==> src/rtl/pipo_ser_pkg.sv <==
// Shared types and constants for the PIPO serializer.
// Optional parity bit is enabled with PIPO_SER_PARITY_EN.
package pipo_ser_pkg;

`ifdef PIPO_SER_PARITY_EN
  typedef enum logic [1:0] {
    IDLE  = 2'd0,
    SHIFT = 2'd1,
    PAR   = 2'd2
  } state_t;
  localparam bit PARITY_EN = 1'b1;
`else
  typedef enum logic [1:0] {
    IDLE  = 2'd0,
    SHIFT = 2'd1
  } state_t;
  localparam bit PARITY_EN = 1'b0;
`endif

  localparam int unsigned DEFAULT_W = 16;

  function automatic int unsigned frame_len(input int unsigned w, input bit parity);
    return parity ? w + 1 : w;
  endfunction

endpackage

==> src/rtl/pipo_ser_bitcnt.sv <==
// Bit counter for the serializer: clear on load, count while shifting,
// saturate at the terminal count W-1.
module pipo_ser_bitcnt #(
  parameter int unsigned W = 16
) (
  input  logic clk,
  input  logic rst_n,
  input  logic clr,
  input  logic en,
  output logic tc
);

  localparam int unsigned CW = $clog2(W);

  logic [CW-1:0] cnt;

  assign tc = (cnt == CW'(W - 1));

  always_ff @(posedge clk or negedge rst_n) begin
    if (!rst_n) begin
      cnt <= '0;
    end else if (clr) begin
      cnt <= '0;
    end else if (en && !tc) begin
      cnt <= cnt + CW'(1);
    end
  end

endmodule

==> src/rtl/pipo_serializer.sv <==
// Parallel-in/serial-out serializer: one W-bit word per frame, one bit per clock.
// Define PIPO_SER_PARITY_EN to append an even-parity bit to each frame.
module pipo_serializer
  import pipo_ser_pkg::*;
#(
  parameter int unsigned W         = DEFAULT_W,
  parameter bit          MSB_FIRST = 1'b1
) (
  input  logic         clk,
  input  logic         rst_n,
  input  logic [W-1:0] din,
  input  logic         ld,
  output logic         busy,
  output logic         sout,
  output logic         sout_valid,
  output logic         done
);

  state_t         state, state_nxt;
  logic [W-1:0]   shreg;
  logic           load, shifting, tc, done_nxt;

  assign load     = (state == IDLE) && ld;
  assign shifting = (state == SHIFT);

  pipo_ser_bitcnt #(.W(W)) u_bitcnt (
    .clk   (clk),
    .rst_n (rst_n),
    .clr   (load),
    .en    (shifting),
    .tc    (tc)
  );

`ifdef PIPO_SER_PARITY_EN
  logic par;

  always_ff @(posedge clk or negedge rst_n) begin
    if (!rst_n) begin
      par <= 1'b0;
    end else if (load) begin
      par <= ^din;
    end
  end
`endif

  always_comb begin
    state_nxt  = state;
    done_nxt   = 1'b0;
    sout       = 1'b0;
    busy       = (state != IDLE);
    sout_valid = (state != IDLE);
    case (state)
      IDLE: begin
        if (ld) state_nxt = SHIFT;
      end
      SHIFT: begin
        sout = MSB_FIRST ? shreg[W-1] : shreg[0];
        if (tc) begin
`ifdef PIPO_SER_PARITY_EN
          state_nxt = PAR;
`else
          state_nxt = IDLE;
          done_nxt  = 1'b1;
`endif
        end
      end
`ifdef PIPO_SER_PARITY_EN
      PAR: begin
        sout      = par;
        state_nxt = IDLE;
        done_nxt  = 1'b1;
      end
`endif
      default: state_nxt = IDLE;
    endcase
  end

  always_ff @(posedge clk or negedge rst_n) begin
    if (!rst_n) begin
      state <= IDLE;
      done  <= 1'b0;
      shreg <= '0;
    end else begin
      state <= state_nxt;
      done  <= done_nxt;
      if (load) begin
        shreg <= din;
      end else if (shifting) begin
        // Shift toward whichever end feeds sout; vacated bits fill with 0.
        if (MSB_FIRST) shreg <= {shreg[W-2:0], 1'b0};
        else           shreg <= {1'b0, shreg[W-1:1]};
      end
    end
  end

endmodule

==> config.mk <==
export PLATFORM = sky130hd
export DESIGN_NAME = pipo_serializer
export DESIGN_NICKNAME = d
export VERILOG_FILES = /design/src/rtl/pipo_ser_pkg.sv /design/src/rtl/pipo_ser_bitcnt.sv /design/src/rtl/pipo_serializer.sv
export SDC_FILE = /design/constraint.sdc
export NUM_CORES = 1
export LEC_CHECK = 0
export ABC_AREA = 1
export ABC_CLOCK_PERIOD_IN_PS = 1800
export BUFFER_PORTS_ARGS = -buffer_cell sky130_fd_sc_hd__buf_2
export CAP_MARGIN = 20
export CORE_ASPECT_RATIO = 0.5
export CORE_MARGIN = 2
export CORE_UTILIZATION = 33
export CTS_CLUSTER_SIZE = 20
export DETAILED_ROUTE_END_ITERATION = 8
export HOLD_SLACK_MARGIN = 0.02
export PLACE_DENSITY = 0.58
export SYNTH_ARGS = -nofsm -noshare
export SYNTH_HDL_FRONTEND = slang
export SYNTH_SLANG_ARGS = --single-unit
==> constraint.sdc <==
create_clock -name clk -period 1.8 [get_ports clk]
set_clock_uncertainty 0.2 [all_clocks]
set_input_delay 0.27 -clock clk [delete_from_list [all_inputs] [get_ports clk]]
set_output_delay 0.27 -clock clk [all_outputs]
set_load 0.02 [all_outputs]
# Yosys cells after proc, flatten, opt, wreduce, memory -nomap -nowiden
# Index checks and enable logic that the tools add are counted.
# Widths: inputs -> output; s select.
[op_classes] addsub=1 n_eq_ne=4 n_mux=10 reduce_logical=8
[op_table] operator="$mux 16" count=2
[op_table] operator="$mux 4" count=2
[op_table] operator="$reduce_bool 2->1" count=3
[op_table] operator="$add 4x1->4 const B" count=1
[op_table] operator="$eq 4x4->1 const B" count=1
[op_table] operator="$mux 2" count=2
[op_table] operator="$ne 2x2->1 const B" count=2
[op_table] operator="$pmux 2 s2" count=1
[op_table] operator="$mux 1" count=3
[op_table] operator="$eq 2x1->1 const B" count=1
[op_table] operator="$logic_and 1x1->1" count=2
[op_table] operator="$logic_not 2->1" count=1
[op_table] operator="$reduce_and 2->1" count=1
[op_table] operator="$logic_not 1->1" count=1
[totals] reg_bits=23 out_inout_bits=4

# Logic depth before layout (Yosys ltp)
# Gate-level depths: netlist (run 1).
[depth] word_depth=5 mapped_depth=6

# Modules after synthesis
# A second synthesis (run 1) with hierarchy kept.
[hier_totals] hier_cells=126 area_unflattened_um2=1079.8
[by_module_without_submodules] mod="pipo_serializer" instances=1 cells_per_inst=97 area_per_inst_um2=854.6
[by_module_without_submodules] mod="pipo_ser_bitcnt" instances=1 cells_per_inst=29 area_per_inst_um2=225.2

# Least setup slack after synthesis (run 1)
# Ideal clock, no wire load.
[synth_timing] path_kind="flip-flop to output port" startpoint="reg state[0]" endpoint="out sout" t_arrival_ns=1.067 t_required_ns=1.330 path_slack_ns=0.263 path_stages_with_launch=5 n_path_buf=2 cell_sequence="dfrtp_1 -> buf_6 -> buf_12 -> nand2_1 -> inv_1"
[synth_via] elab_chain_len=2
[synth_lines] element="start: declaration" line="pipo_serializer.sv:19" rtl="state_t state, state_nxt;"
[synth_lines] element="start signal: assignment" line="pipo_serializer.sv:84" rtl="state <= state_nxt;"
[synth_lines] element="$eq 2x1->1" line="pipo_serializer.sv:52" rtl="case (state)"
[synth_lines] element="$mux 1" line="pipo_serializer.sv:52"
[synth_lines] element="end: declaration" line="pipo_serializer.sv:14" rtl="output logic sout,"
# Every way passes these cells.

# Worst setup path in the final report (run 1)
# Ends and elaborated chain as after synthesis.

==> results of run 1 <==
[sequential cells by signal, indices dropped and copies added, names as in the netlist]
name	flops
state	1
u_bitcnt.cnt	4
done	1
shreg	16
[final cells by class]
| class | instances | area [sq um] |
|---|---|---|
| well taps | 40 | 50.0 |
| fillers | 307 | 1640 |
| repair buffers | 39 | 273 |
| multi-input cells | 87 | 414 |
| flip-flops and latches | 22 | 552 |
| inverters | 8 | 30.0 |
| clock buffers | 4 | 55.1 |
[routing by layer]
layer / GRT usage (%) / vias up
li1: - / 459
met1: 16.6 / 425
met5: 0 / -
met2: 24.8 / 10
met4: 4.84 / 0
met3: 3.62 / 4
[power by group]
group	switching (W)	internal [W]	total [W]
logic	0.000339	0.000264	0.000603
clock network	0.000165	0.000195	0.000360
registers	0.000168	0.000690	0.000858
[cell families (layout without fill, tap and decap cells)]
group | count (synthesis) | in the layout | synth area share (%)
AO/OA/AOI/OAI | 4 | 4 | 2.63
adder cells (fa/ha/maj) | 1 | 1 | 1.20
buffers and inverters | 13 | 51 | 7.77
flip-flops | 22 | 22 | 52.6
AND/OR/NAND/NOR | 82 | 82 | 35.8
[metrics by stage]
step / instance area (sq um) / hold WS [ns] / std cells / power (W)
4_1_cts: 1370 / 0.0200 / 200 / 0.00184
6_report: 1370 / 0.0255 / 200 / 0.00182
5_1_grt: 1370 / 0.0482 / 200 / 0.00199
3_5_place_dp: 1180 / 0.0668 / 182 / 0.00146
2_1_floorplan: 1050 / -0.226 / 122 / 0.00133
3_3_place_gp: 1180 / 0.0692 / 182 / 0.00143
[final timing paths]
check	start	end	slack, ns	cells past startpoint
max in group asynchronous	rst_n	state[0]$_DFFE_PN0P_	0.76	2
min in group asynchronous	rst_n	shreg[8]$_DFFE_PN0P_	0.29	2
hold reg to reg	shreg[7]$_DFFE_PN0P_	shreg[7]$_DFFE_PN0P_	0.30	2
setup / recovery	state[0]$_DFFE_PN0P_	sout	0.23	3
setup reg to reg	u_bitcnt.cnt[0]$_DFFE_PN0P_	u_bitcnt.cnt[1]$_DFFE_PN0P_	0.40	6
hold / removal	din[6]	shreg[6]$_DFFE_PN0P_	0.03	3
[Yosys cell counts]
cell type	n
o21ai_1	1
dfrtp_1	22
buf_6	1
nor2_1	2
inv_1	6
o211ai_2	1
ha_1	1
o21ai_0	1
nand2_1	55
nand3_2	3
nor2_4	2
inv_2	2
nand3_1	18
buf_4	2
buf_12	1
nand4_1	1
a21oi_1	1
nand2_4	1
buf_2	1
[worst max-delay path, stage by stage, from the launching register on]
cell and delay, ns:
dfrtp_2 0.55, nand2_1 0.08, inv_1 0.05, buf_2 0.15
[timing repair]
| item | CTS | global route |
|---|---|---|
| hold buffers | 14 | 0 |
| endpoints found under the setup margin | 0 | 1 |
| endpoints found under the hold margin | 35 | 0 |
| gates resized for setup | 0 | 1 |
==> flow_summary.ini, run 1 <==
[cts]
cts.path.max_buffers = 2
root_buffer = clkbuf_8
cts_max_level = 1
cts_tree = yes
clock_latency_ns = 0.27
path_clk_slew_ns = 0.08
numCtsBuffers = 3
post_cts_buffers = 0
cts_sinks = 22

[finish]
drive_gt1_share_pct = 24.4
layout_common_cells = 55 x nand2_1, 22 x buf_2, 21 x dfrtp_1
final_core_util_pct = 45.6
diodes = 0
syn2layout_area_growth_pct = 31.3
layout_commonest_cell = nand2_1
layout.nets = 181

[die]
ios = 23
row_count = 14
chipHeight_um = 43.8
die-area_sq_mm = 0.00366
start_util_pct = 34.7
core_sq_mm = 0.00301
die_w_um = 83.6

[synthesis]
yosysSeqAreaShare_pct = 52.6
synth_top_cell_area_share_pct = 52.6
ys_warn_count = 0
syn_inst = 122
syn_nets = 142
synth_area_sq_mm = 0.00105
synth_cell_types = 19
ys_seq_elements = 22
synth_top_area_cell = dfrtp_1
syn_area_per_cell_sq_um = 8.57
synth_area_leaders = dfrtp_1 53%, nand2_1 20%, nand3_1 8.6%

[timing]
worst_slew_pin_slew_ns = 0.481
setup_viol = 0
slew_headroom_pct = 67.9
setup_tns_ns = 0
hold_viol = 0
timing.final.ws_setup_ns = 0.229
rsz0062_at_grt = no
fin_crit_sh_pct = 87.3
slew_violations = 0
max_freq_ghz = 0.637
fin_crit_ns = 1.57

[global_routing]
grt_max_degree = 23
grt_pass1_vias = 933
grt_antenna_before_repair = 0
grt_pass1_wl_mm = 3.97
grtUsageTotal_pct = 13.8
grt_overflow_total = 0

[routing]
vias = 898
ant_nets = 0
avgViaCountPerCell = 4.49
wl_met2_mm = 1.04
avgRoutedWirePerCell_um = 10.8
wl_met3_um = 69
drt-pass1-iter-count = 4
initialDrtViolationCount = 43
drcViolationCount = 0
met1_length_mm = 1.02
top_layer_used = met4
drt_wl_total_mm = 2.16

[placed_design]
gp_congestion = 0.716
hpwl_mm = 1.47
port_buffers = 22
pre_cts_slack_ns = 0.352

[setup_path]
worstPathArrival_ns = 1.10
startpoint_type = flop
required_ns = 1.33
path_max_fanout = 11
path_class = flop to output pin
endpoint_kind = output pin

[outcome]
status = finished clean

[hold_path]
min_path_type = input pin to flop

[power_and_ir_drop]
static-leakage-power_nw = 0.699
irDropWorstVdd_uv = 437
powerDensity_mw_per_mm2 = 1330

[flow_run]
drv_cap = 0
No activity file was read; power rests on OpenSTA's default activity.
==> inputs of run 2 (changes only) <==
--- a/config.mk
+++ b/config.mk
@@ -9,13 +9,15 @@
 export ABC_CLOCK_PERIOD_IN_PS = 1800
 export BUFFER_PORTS_ARGS = -buffer_cell sky130_fd_sc_hd__buf_2
 export CAP_MARGIN = 20
+export CELL_PAD_IN_SITES_DETAIL_PLACEMENT = 1
+export CELL_PAD_IN_SITES_GLOBAL_PLACEMENT = 2
 export CORE_ASPECT_RATIO = 0.5
 export CORE_MARGIN = 2
-export CORE_UTILIZATION = 33
+export CORE_UTILIZATION = 30
 export CTS_CLUSTER_SIZE = 20
 export DETAILED_ROUTE_END_ITERATION = 8
 export HOLD_SLACK_MARGIN = 0.02
-export PLACE_DENSITY = 0.58
+export PLACE_DENSITY = 0.8
 export SYNTH_ARGS = -nofsm -noshare
 export SYNTH_HDL_FRONTEND = slang
 export SYNTH_SLANG_ARGS = --single-unit
==> flow_summary.ini, run 2 (synthesis results as in run 1) <==
[routing]
avgRoutedWirePerCell_um = 11.6
avgViaCountPerCell = 4.50
drt_wl_total_mm = 2.32
vias = 896
initialDrtViolationCount = 49
drt-pass1-iter-count = 3
ant_nets = 0
drcViolationCount = 0

[timing]
setup_viol = 0
slew_headroom_pct = 66.1
setup_tns_ns = 0
slew_violations = 0
worst_slew_pin_slew_ns = 0.508
fin_crit_sh_pct = 89.7
fin_crit_ns = 1.61
hold_viol = 0
rsz0062_at_grt = no
max_freq_ghz = 0.619

[finish]
multi_input_area_sq_um = 414
syn2layout_area_growth_pct = 28.3
largestRegisters = shreg x16, u_bitcnt.cnt x4
regArea_sq_um = 552
largest_register_ffs = 16
layout_common_cells = 55 x nand2_1, 22 x buf_2, 21 x dfrtp_1
fillers = 419
layout.nets = 179
finalInstanceArea_sq_mm = 0.00134
layout_commonest_cell = nand2_1
regMostFlops = shreg
drive_gt1_share_pct = 24.2
diodes = 0

[global_routing]
grt_antenna_before_repair = 0
grt_overflow_total = 0
grt_pass1_wl_mm = 3.88
grt_max_degree = 23
grtUsageTotal_pct = 13.0
grt_pass1_vias = 880

[power_and_ir_drop]
combPwrFrac_pct = 34.9
p_seq_share_pct = 48.2
irDropWorstVdd_uv = 339
powerDensity_mw_per_mm2 = 1320
switchingPower_w = 0.000665
clock_power_share_pct = 17.0
static-leakage-power_nw = 0.683
sw_frac_of_total_pct = 37.5
p_int_w = 0.00111

[die]
chipHeight_um = 45.8
start_util_pct = 31.0
row_count = 15
die-area_sq_mm = 0.00400
ios = 23
die_w_um = 87.5
core_sq_mm = 0.00338

[setup_path]
cpPeakStageDelay_ns = 0.52
path_class = flop to output pin
critPathBufInv = 2
worstPathArrival_ns = 1.14
endpoint_kind = output pin
startpoint_type = flop
r2r_start = state[0]$_DFFE_PN0P_
r2r_end = u_bitcnt.cnt[2]$_DFFE_PN0P_
cpMaxStageDelayCell = dfrtp_2
crit_family = flip-flops
crit_chain = buf_4 > buf_2
path_max_fanout = 12
reg2reg_depth = 4
rrSetupSlack_ns = 0.32
required_ns = 1.33

[cts]
cts.path.max_buffers = 2
path_clk_slew_ns = 0.07
clock_latency_ns = 0.26
post_cts_buffers = 0
numCtsBuffers = 3
cts_sinks = 22
root_buffer = clkbuf_8
cts_tree = yes
cts_max_level = 1

[hold_path]
min_to = shreg[6]$_DFFE_PN0P_
min_path_type = input pin to flop
hp-start = din[6]
holdPathStages = 3

[placed_design]
placedInstanceArea_sq_mm = 0.00118
gp_congestion = 0.675
hpwl_mm = 1.64
port_buffers = 22

[outcome]
status = finished clean

[flow_run]
drv_cap = 0
[run 2: worst max path at each step]
stage / startpoint / to / cells past startpoint
floorplan: state[0]$_DFFE_PN0P_ / sout / 4
global placement: state[0]$_DFFE_PN0P_ / u_bitcnt.cnt[2]$_DFFE_PN0P_ / 4
detailed placement: state[0]$_DFFE_PN0P_ / u_bitcnt.cnt[2]$_DFFE_PN0P_ / 4
CTS: state[0]$_DFFE_PN0P_ / busy / 2
global route: state[0]$_DFFE_PN0P_ / busy / 2
finish: state[0]$_DFFE_PN0P_ / busy / 2
[run 2: worst register-to-register path, cell delays in order (launching register included)]
cell	delay (ns)
dfrtp_2	0.51
nor2_4	0.36
inv_1	0.11
a21oi_1	0.14
nor2_1	0.05
[run 2: power by group through the flow]
stage               combinational (W)  clock, W  sequential (W)
detailed placement           0.000614         0        0.000864
global placement             0.000597         0        0.000861
CTS                          0.000636  0.000317        0.000857
finish                       0.000618  0.000300        0.000853
global route                 0.000706  0.000335        0.000891
floorplan                    0.000500         0        0.000826
[run 2: final cells by class]
| cell class | instances | share of cell area, % |
|---|---|---|
| well taps | 42 | 3.91 |
| repair buffers | 37 | 18.8 |
| flip-flops and latches | 22 | 41.1 |
| clock buffers | 3 | 3.08 |
| multi-input cells | 87 | 30.8 |
| inverters | 8 | 2.24 |
[run 2: what timing repair did]
| action | 4_1_cts | 5_1_grt |
|---|---|---|
| hold endpoints to repair | 33 | 0 |
| hold buffers | 12 | 0 |
| endpoints found under the setup margin | 0 | 1 |
| resized for setup | 0 | 1 |
[run 2: per-stage QoR]
| stage | hold slack, ns | worst slack, ns | utilization, % | power, W | std cells |
|---|---|---|---|---|---|
| floorplan | -0.226 | 0.263 | - | 0.00133 | 122 |
| global placement | 0.0804 | 0.289 | 34.9 | 0.00146 | 184 |
| detailed placement | 0.0733 | 0.250 | 34.9 | 0.00148 | 184 |
| CTS | 0.0209 | 0.00859 | 39.7 | 0.00181 | 199 |
| global route | 0.0269 | 0.121 | 39.7 | 0.00193 | 199 |
| finish | 0.0229 | 0.185 | 39.7 | 0.00177 | 199 |
[run 2: routing by layer]
metal / vias up / wire length [um] / global-route usage (%)
met2: 8 / 1090 / 21.5
met4: 0 / 19 / 4.62
met3: 2 / 47 / 3.80
li1: 453 / - / -
met1: 433 / 1160 / 16.7
met5: - / 0 / 0
==> inputs of run 3 (changes only) <==
--- a/config.mk
+++ b/config.mk
@@ -5,7 +5,6 @@
 export SDC_FILE = /design/constraint.sdc
 export NUM_CORES = 1
 export LEC_CHECK = 0
-export ABC_AREA = 1
 export ABC_CLOCK_PERIOD_IN_PS = 1800
 export BUFFER_PORTS_ARGS = -buffer_cell sky130_fd_sc_hd__buf_2
 export CAP_MARGIN = 20
@@ -13,11 +12,12 @@
 export CELL_PAD_IN_SITES_GLOBAL_PLACEMENT = 2
 export CORE_ASPECT_RATIO = 0.5
 export CORE_MARGIN = 2
-export CORE_UTILIZATION = 30
+export CORE_UTILIZATION = 32
 export CTS_CLUSTER_SIZE = 20
 export DETAILED_ROUTE_END_ITERATION = 8
 export HOLD_SLACK_MARGIN = 0.02
-export PLACE_DENSITY = 0.8
+export PLACE_DENSITY = 0.81
+export SLEW_MARGIN = 20
 export SYNTH_ARGS = -nofsm -noshare
 export SYNTH_HDL_FRONTEND = slang
 export SYNTH_SLANG_ARGS = --single-unit
==> flow_summary.ini, run 3 <==
[timing]
slew_headroom_pct = 66.4
setup_viol = 0
hold_ws_ns = 0.0543
slew_violations = 0
hold_viol = 0
rsz0062_at_grt = no
setup_tns_ns = 0
fin_crit_ns = 1.63
worst_slew_pin_slew_ns = 0.504
max_freq_ghz = 0.614
fin_crit_sh_pct = 90.5

[setup_path]
path_max_fanout = 11
crit_family = flip-flops
cpMaxStageDelayCell = dfrtp_1
crit_chain = and2_1 > buf_2
endpoint_kind = output pin
startpoint_type = flop
worstPathArrival_ns = 1.16
required_ns = 1.33
critPathBufInv = 1
cpPeakStageDelay_ns = 0.56
path_class = flop to output pin

[global_routing]
grt_pass1_vias = 835
grt_antenna_before_repair = 0
grtUsageTotal_pct = 13.1
grt_pass1_wl_mm = 3.65
grt_max_degree = 31
grt_overflow_total = 0

[cts]
post_cts_buffers = 0
cts.path.max_buffers = 2
numCtsBuffers = 3
cts_sinks = 22
root_buffer = clkbuf_8
path_clk_slew_ns = 0.08
cts_max_level = 1
clock_latency_ns = 0.26
cts_tree = yes

[power_and_ir_drop]
static-leakage-power_nw = 0.625
irDropWorstVdd_uv = 449
powerDensity_mw_per_mm2 = 1470

[placed_design]
gp_congestion = 0.695
hpwl_mm = 1.45
port_buffers = 22
placedInstanceArea_sq_mm = 0.00117

[die]
die-area_sq_mm = 0.00376
row_count = 14
die_w_um = 84.8
chipHeight_um = 44.4
core_sq_mm = 0.00305
ios = 23
start_util_pct = 34.2

[synthesis]
synth_top_cell_area_share_pct = 52.8
ys_seq_elements = 22
synth_commonest_cells = 22 x dfrtp_1, 19 x nand2_1, 17 x mux2i_1, 9 x o21ai_0, 8 x o21ai_1
synth_top_area_cell = dfrtp_1
synth-edff-count = 0
synth_cell_types = 20
synthFlopType = dfrtp_1
synth_most_common_cell = dfrtp_1
synth_area_leaders = dfrtp_1 53%, mux2i_1 16%, nand2_1 6.8%
synth_area_sq_mm = 0.00104
syn_area_per_cell_sq_um = 10.4
async_flop_share_pct = 100
syn_nets = 120
ys_warn_count = 0
yosysSeqAreaShare_pct = 52.8
syn_inst = 100

[routing]
ant_nets = 0
avgRoutedWirePerCell_um = 12.9
drt_wl_total_mm = 2.08
avgViaCountPerCell = 4.84
drcViolationCount = 0
initialDrtViolationCount = 20
vias = 784
drt-pass1-iter-count = 2

[finish]
regArea_sq_um = 551
drive_gt1_share_pct = 24.6
syn2layout_area_growth_pct = 20.0
largestRegisters = shreg x16, u_bitcnt.cnt x4
layout.nets = 143
largest_register_ffs = 16
diodes = 0
fillers = 359
regMostFlops = shreg
finalInstanceArea_sq_mm = 0.00125
multi_input_area_sq_um = 425
layout_common_cells = 22 x dfrtp_1, 22 x buf_2, 19 x nand2_1

[hold_path]
min_path_type = input pin to flop

[flow_run]
drv_cap = 0

[outcome]
status = finished clean
run 3: per-layer routing:
metal | vias up | part of all wire [%] | track usage [%]
met5 | - | 0 | 0
met4 | 0 | 2.8 | 8.57
met3 | 5 | 4.1 | 4.10
met2 | 10 | 49 | 24.3
met1 | 386 | 44 | 13.2
li1 | 383 | - | -
run 3: kinds of logic (layout without fill, tap and decap cells):
logic type	after synthesis	count (layout)	synth area share (%)
simple gates	28	28	11.3
compound gates	22	22	11.2
fa+ha+maj	1	1	1.20
mux	17	17	16.3
xor+xnor	1	1	0.839
flops	22	22	52.8
buf+inv	9	31	6.47
run 3: final cells by class:
class | count | share of cell area (%)
flip-flops and latches | 22 | 44.0
repair buffers | 25 | 11.8
inverters | 2 | 0.599
clock buffers | 3 | 3.30
clock inverters | 1 | 2.40
well taps | 40 | 4.00
multi-input cells | 69 | 34.0
run 3: timing repair:
action                                  in CTS  in global routing
resized for setup                            0                  0
endpoints found under the hold margin       22                  0
endpoints found under the setup margin       0                  0
hold buffers                                 1                  0
run 3: power by group:
part           switching [W]  internal, W
clock network       0.000168     0.000297
registers           0.000145     0.000680
logic               0.000314     0.000241
total               0.000627      0.00122
run 3: tightest hold or removal path, cell delays in order:
cell     delay [ns]
buf_2          0.07
mux2i_1        0.05
nor2_1         0.08
run 3: final timing paths:
path,startpoint,cells past startpoint,to,slack [ns]
worst max-delay path,state[0]$_DFFE_PN0P_,2,sout,0.17
min in group asynchronous,rst_n,2,shreg[3]$_DFFE_PN0P_,0.30
worst max register to register,u_bitcnt.cnt[0]$_DFFE_PN0P_,4,u_bitcnt.cnt[1]$_DFFE_PN0P_,0.40
worst min-delay path,din[0],3,shreg[0]$_DFFE_PN0P_,0.05
max in group asynchronous,rst_n,2,shreg[0]$_DFFE_PN0P_,0.75
worst min register to register,shreg[5]$_DFFE_PN0P_,2,shreg[6]$_DFFE_PN0P_,0.29
run 3: metrics by stage:
| stage | setup WS, ns | power [W] | instances | utilization, % |
|---|---|---|---|---|
| global placement | 0.431 | 0.00137 | 157 | 38.4 |
| global route | 0.0914 | 0.00201 | 162 | 41.1 |
| finish | 0.172 | 0.00185 | 162 | 41.1 |
| floorplan | 0.241 | 0.00125 | 100 | - |
| CTS | 0.149 | 0.00188 | 162 | 41.1 |
| detailed placement | 0.401 | 0.00140 | 157 | 38.4 |
